## config.mk

```make
export PLATFORM = sky130hd
export DESIGN_NAME = writeback_queue
export DESIGN_NICKNAME = d
export VERILOG_FILES = /design/src/rtl/writeback_queue.sv
export SDC_FILE = /design/constraint.sdc
export NUM_CORES = 1
export LEC_CHECK = 0
export CAP_MARGIN = 15
export CORE_MARGIN = 8
export CORE_UTILIZATION = 56
export CTS_CLUSTER_DIAMETER = 100
export CTS_CLUSTER_SIZE = 10
export DETAILED_ROUTE_END_ITERATION = 10
export MAX_ROUTING_LAYER = met4
export PLACE_DENSITY = 0.95
export SLEW_MARGIN = 10
export SYNTH_ARGS = -nofsm -noshare
export SYNTH_HDL_FRONTEND = slang
export SYNTH_SLANG_ARGS = --single-unit
```

## constraint.sdc

```tcl
create_clock -name clk -period 5.2 [get_ports clk]
set_input_delay 0.52 -clock clk [delete_from_list [all_inputs] [get_ports clk]]
set_output_delay 0.52 -clock clk [all_outputs]
set_load 0.05 [all_outputs]
```

## src/rtl/writeback_queue.sv

```systemverilog
// ============================================================================
// Module   : writeback_queue
// Brief    : 4-entry in-order writeback queue merging load and ALU results,
//            optional forwarding lookups (WRITEBACK_QUEUE_BYPASS_EN).
// Revision : 1.0 - initial release
// ============================================================================
`default_nettype none

module writeback_queue (
  input  logic        clk,
  input  logic        rst,
  input  logic        alu_valid,
  input  logic [2:0]  alu_reg,
  input  logic [15:0] alu_data,
  output logic        alu_ready,
  input  logic        mem_valid,
  input  logic [2:0]  mem_reg,
  input  logic [15:0] mem_data,
  output logic        mem_ready,
  output logic        write,
  output logic [2:0]  wreg,
  output logic [15:0] wd,
  input  logic [2:0]  qreg1,
  input  logic [2:0]  qreg2,
  output logic        fwd_hit1,
  output logic [15:0] fwd_data1,
  output logic        fwd_hit2,
  output logic [15:0] fwd_data2,
  output logic [2:0]  count
);

  localparam logic [2:0] c_depth = 3'd4;

  logic [2:0]  r_reg  [4];
  logic [15:0] r_data [4];
  logic [1:0]  r_head;
  logic [1:0]  r_tail;
  logic [2:0]  r_count;

  logic        w_mem_acc;
  logic        w_alu_acc;
  logic        w_deq;
  logic [1:0]  w_alu_slot;
  logic [2:0]  w_count_nxt;
  logic [3:0]  w_alu_need;

  // Readiness looks only at the registered count; both offers are refused in reset.
  assign w_alu_need  = {1'b0, r_count} + {3'b000, mem_valid};
  assign mem_ready   = rst & (r_count < c_depth);
  assign alu_ready   = rst & (w_alu_need < {1'b0, c_depth});
  assign w_mem_acc   = mem_valid & mem_ready;
  assign w_alu_acc   = alu_valid & alu_ready;
  assign w_deq       = (r_count != 3'd0);
  assign w_alu_slot  = r_tail + {1'b0, w_mem_acc};
  assign w_count_nxt = r_count + {2'b00, w_mem_acc} + {2'b00, w_alu_acc} - {2'b00, w_deq};

  always_ff @(posedge clk or negedge rst) begin
    if (!rst) begin
      r_head  <= 2'd0;
      r_tail  <= 2'd0;
      r_count <= 3'd0;
      for (int i = 0; i < 4; i++) begin
        r_reg[i]  <= 3'd0;
        r_data[i] <= 16'd0;
      end
    end else begin
      if (w_mem_acc) begin
        r_reg[r_tail]  <= mem_reg;
        r_data[r_tail] <= mem_data;
      end
      if (w_alu_acc) begin
        r_reg[w_alu_slot]  <= alu_reg;
        r_data[w_alu_slot] <= alu_data;
      end
      r_tail <= r_tail + {1'b0, w_mem_acc} + {1'b0, w_alu_acc};
      if (w_deq) begin
        r_head <= r_head + 2'd1;
      end
      r_count <= w_count_nxt;
    end
  end

  assign count = r_count;
  assign write = w_deq;
  assign wreg  = w_deq ? r_reg[r_head]  : 3'd0;
  assign wd    = w_deq ? r_data[r_head] : 16'd0;

`ifdef WRITEBACK_QUEUE_BYPASS_EN
  logic [1:0] w_slot_idx  [4];
  logic       w_slot_live [4];

  // Slot i is the i-th oldest pending entry; live when it lies below count.
  for (genvar g = 0; g < 4; g++) begin : g_slot
    assign w_slot_idx[g]  = r_head + 2'(g);
    assign w_slot_live[g] = (3'(g) < r_count);
  end

  // Scan oldest to youngest so the youngest match overrides earlier ones.
  always_comb begin
    fwd_hit1  = 1'b0;
    fwd_data1 = 16'd0;
    fwd_hit2  = 1'b0;
    fwd_data2 = 16'd0;
    for (int i = 0; i < 4; i++) begin
      if (w_slot_live[i] && (r_reg[w_slot_idx[i]] == qreg1)) begin
        fwd_hit1  = 1'b1;
        fwd_data1 = r_data[w_slot_idx[i]];
      end
      if (w_slot_live[i] && (r_reg[w_slot_idx[i]] == qreg2)) begin
        fwd_hit2  = 1'b1;
        fwd_data2 = r_data[w_slot_idx[i]];
      end
    end
  end
`else
  logic w_unused_q;

  assign w_unused_q = ^{qreg1, qreg2};
  assign fwd_hit1   = 1'b0;
  assign fwd_data1  = 16'd0;
  assign fwd_hit2   = 1'b0;
  assign fwd_data2  = 16'd0;
`endif

endmodule

`default_nettype wire
```

# Word-level counts from Yosys, hierarchy flattened
# Cells that the tools add are included.
[word_totals]
reg_bits = 83
[classes]
addsub = 7
n_lt_le_gt_ge = 7
n_mux = 24
bitwise_logic = 7
reduce_logical = 3
[op_table]
columns = ["operator", "count"]
rows = [
  ["64-bit bitwise mux", 2],
  ["64-bit 2-to-1 mux", 2],
  ["16-bit 2-to-1 mux", 5],
  ["16-bit demux with 2-bit select", 2],
  ["16-bit binary-select mux with 2-bit select", 1],
  ["12-bit bitwise mux", 2],
  ["12-bit 2-to-1 mux", 2],
  ["3-bit 2-to-1 mux", 5],
  ["3-bit demux with 2-bit select", 2],
  ["3-bit greater-or-equal comparator, second input constant", 3],
  ["2-bit NOT with 3-bit output", 3],
  ["3-bit by 1-bit adder with 3-bit output", 2],
  ["3-bit binary-select mux with 2-bit select", 1],
  ["3-bit by 1-bit less-than comparator with 1-bit output, second input constant", 2],
  ["2-bit by 1-bit adder with 2-bit output", 2],
  ["3-bit by 1-bit adder with 4-bit output", 1],
  ["1-bit AND", 4],
  ["4-bit by 3-bit less-than comparator with 1-bit output, second input constant", 1],
  ["3-bit less-than comparator, second input constant", 1],
  ["3-bit nonzero test", 1],
  ["3-bit by 1-bit subtractor with 3-bit output", 1],
  ["2-bit by 1-bit adder with 2-bit output, second input constant", 1],
  ["1-bit logical AND", 2],
]

# Logic depth before layout (Yosys ltp)
[logic_depth]
depth_word = 11
depth_mapped = 8
ltp_nobuf = 8

# Worst setup path before layout
# OpenSTA, ideal clock, no wires.
[synth_path]
path_type = "reg2reg"
start = "reg r_count[0] (netlist: count[0])"
end = "reg r_count[1] (netlist: count[1])"
setup_ns = 0.135
arrival_time_ns = 2.758
required_time_ns = 5.065
slack_ns = 2.306
stages_incl_launch_ff = 7
n_path_buf = 1
period_less_slack_ns = 2.894
cell_sequence = "dfrtp_1 -> or3_2 -> clkbuf_1 -> ha_1 -> fa_1 -> inv_1 -> fa_1"
[synth_between]
word_cells_on_any_way = 11
classes_between = "add/sub: 4; order compare: 2; bitwise: 4; reduce/logical: 1"
[synth_lines]
columns = ["item", "line_no", "rtl"]
rows = [
  ["start: declaration", "38", "logic [2:0] r_count;"],
  ["start signal: assignment", "79", "r_count <= w_count_nxt;"],
  ["3-bit nonzero test", "53", "assign w_deq = (r_count != 3'd0);"],
  ["via write", "20", "output logic write,"],
  ["3-bit by 1-bit subtractor with 3-bit output", "55", "assign w_count_nxt = r_count + {2'b00, w_mem_acc} + {2'b00, w_alu_acc} - {2'b00, w_deq};"],
  ["via w_count_nxt[1]", "44", "logic [2:0] w_count_nxt;"],
]
# The timed path passes the listed nets, and every way through them passes these cells.
# A chain may end at the register's enable or synchronous reset.

# Worst setup path after layout
[layout_path]
start = "reg r_head[1]"
end = "out wreg[2]"
[layout_between]
elab_chain_cells = 5
[layout_lines]
columns = ["item", "line_no", "rtl"]
rows = [
  ["start: declaration", "36", "logic [1:0] r_head;"],
  ["start signal: assignment", "77", "r_head <= r_head + 2'd1;"],
  ["2-bit NOT with 3-bit output (not written as such)", "85", "assign wreg = w_deq ? r_reg[r_head] : 3'd0;"],
  ["3-bit binary-select mux with 2-bit select", "85", ""],
  ["3-bit 2-to-1 mux (not written as such) (2 in a row)", "85", ""],
  ["3-bit 2-to-1 mux", "85", ""],
  ["end: declaration", "21", "output logic [2:0] wreg,"],
]
# Every way passes these cells. The select of a mux whose other input is x is not followed.

==> flow_summary.yaml <==
placed_design:
  detailed_place_hpwl_um: 7245
  place_inst: 528
  gp_congestion: 0.7357
  io_buffers: 66
worst_hold_path:
  hp-class: "in2async"
floorplan:
  rows: 35
  die_x_um: 111.5
  initial_core_util_pct: 56.38
  ioPinCount: 107
  core-area_um2: 9065
  die_h_um: 111.5
  die_area_um2: 12440
clock_tree:
  postCtsHoldBufs: 0
  clk_path_buf_depth: 2
  cts_resized: 0
  ctsHtreeMaxLevel: 3
  post_cts_buffers: 0
  cts_buffers: 9
  cts_num_sinks: 83
  cts-root-buf: "clkbuf_8"
  clkSlewWorstSetupHoldPaths_ns: 0.08
  cts_tree: "done"
  clk_latency_ns: 0.35
detailed_routing:
  dr.pass1.iters: 4
  viasPerCell: 5.611
  vias: 3058
  drc_errors: 0
  wl_met1_um: 4680
  wl_per_cell_um: 20.29
  top_layer: "met4"
  postRouteAntennaNets: 0
  dr_wl_met3_um: 488
  drt_iter0_markers: 168
  dr_wl_met2_um: 5731
  routed_wl_um: 11060
sta:
  finalSetupViolCount: 0
  period_minus_slack_ns: 3.392
  whs_ns: 0.2019
  fin_crit_sh_pct: 65.22
  drv_slew: 0
  clock_skew_ns: 0.007701
  hold_violations: 0
  setup_tns_ns: 0
  worst_pin_slew_ns: 1.209
  fmax_mhz: 294.8
  rsz0062_at_grt: "no"
  slew_headroom_pct: 19.43
cells_and_area:
  multiInputGateArea_um2: 2768
  utilization_pct: 65.23
  seq_area_um2: 2077
  stdcell_count: 545
  final_nets: 483
  largest_register_ffs: 64
  drive_gt1_share_pct: 46.08
  area_growth_syn_to_layout_pct: 15.69
  diodes: 0
  fillers: 655
global_routing:
  grt_max_degree: 85
  gr-total-overflow: 0
  antenna_found_initial: 0
  grt_use_total_pct: 18.50
  grt_pass1_vias: 3400
  grt_pass1_wl_um: 17780
critical_path:
  worst_path_largest_cell_delay_ns: 1.03
  worstReg2RegEnd: "r_data[24]"
  path_class: "reg2out"
  end_kind: "output pin"
  crit_family: "flip-flops"
  crit_cells: 3
  crit_path_cell_trace: "mux4_2 > and2_1 > clkdlybuf4s50_1"
  cp.buffers_inverters: 1
  endpoint: "wreg[2]"
  start_kind: "register"
  crit_path_max_fanout: 20
  critical_path_required_ns: 4.68
  timing.rr.start: "count[2]"
  worst_path_max_delay_cell: "dfrtp_1"
  startpoint: "r_head[1]"
  rrSetupSlack_ns: 2.17
  cp.arrival_ns: 2.87
  worst_r2r_path_depth: 7
outcome:
  status: "complete, no violations"
logic_synthesis:
  synth_cell_type_count: 33
  yosys-top-cells-area: "dfrtp_1, mux2_2, mux4_2"
  ys_ff_latch: 83
  syn_area_per_cell_um2: 13.96
  async_flop_share_pct: 100.0
  synth_top_cell_by_area: "dfrtp_1"
  synth-edff-count: 0
  syn_area_um2: 5111
  yosysSeqAreaShare_pct: 40.64
  synth_top_area_share_pct: 40.64
  netlist_top_cells_count: "mux2_2, dfrtp_1, buf_4"
  yosys_warnings: 0
  yosys_most_used_dff: "dfrtp_1"
  synth_cells: 366
  synth.most_common_cell: "mux2_2"
power:
  p_total_uw: 4120
  pwr-share-clk_pct: 10.3
  seqPwrFrac_pct: 29.5
  cellLeakagePower_uw: 0.002565
  comb_power_share_pct: 60.2
  power.density_nw_per_um2: 696.8
  internal-power_uw: 2433
  irDropWorstVdd_mv: 0.3617
  p_switching_uw: 1688
  p_sw_share_pct: 40.96
flow_run:
  cap_violations: 0
==> kinds of logic after synthesis <==
| family | synth area share, % |
|---|---|
| fa+ha+maj | 1.763 |
| buf+inv | 7.956 |
| xor+xnor | 0.8568 |
| mux | 43.33 |
| simple gates | 4.823 |
| compound gates | 0.5631 |
| other cells | 0.07337 |
| flops | 40.64 |
==> metal layers <==
layer / up-vias / global-route usage, %
met3: 12 / 3.896
li1: 1381 / -
met1: 1589 / 21.24
met5: - / -
met2: 76 / 31.23
met4: 0 / 7.019
==> cell usage in the layout, fill, tap and decap left out, types with 4 or more instances in the layout <==
master and n:
mux2_2 132, and2_1 20, clkbuf_8 11, mux2_4 20, dfrtp_1 83, clkdlybuf4s50_1 65, xnor2_1 4, conb_1 34
ha_1 4, inv_1 6, buf_4 7, mux4_2 19
==> power groups by stage <==
stage / clock [uW] / combinational, uW / sequential, uW
floorplan: 0 / 1920 / 1150
global placement: 0 / 2410 / 1190
detailed placement: 0 / 2480 / 1220
CTS: 426 / 2500 / 1210
global route: 454 / 2630 / 1250
finish: 424 / 2480 / 1220
==> layout make-up <==
class / count / area share [%]
Clock buffer: 14 / 2.751
Multi-Input combinational cell: 255 / 46.80
Inverter: 7 / 0.4444
Timing Repair Buffer: 73 / 12.36
Sequential cell: 83 / 35.12
Clock inverter: 2 / 0.1693
Tap cell: 111 / 2.349
==> worst min path at each step <==
stage | startpoint | endpoint | cells after the start
floorplan | rst | count[0] | 0
detailed placement | r_data[29] | r_data[29] | 2
global route | rst | r_data[2] | 2
CTS | rst | r_data[2] | 2
finish | rst | r_data[2] | 2
global placement | r_data[31] | r_data[31] | 2
==> stage by stage <==
step           worst slack, ns  cell area, um2
2_1_floorplan            2.306            5235
3_3_place_gp             1.742            5713
3_5_place_dp             1.654            5713
4_1_cts                  1.788            5886
5_1_grt                  1.716            5913
6_report                 1.808            5913
No activity file was read; power rests on OpenSTA's default activity.
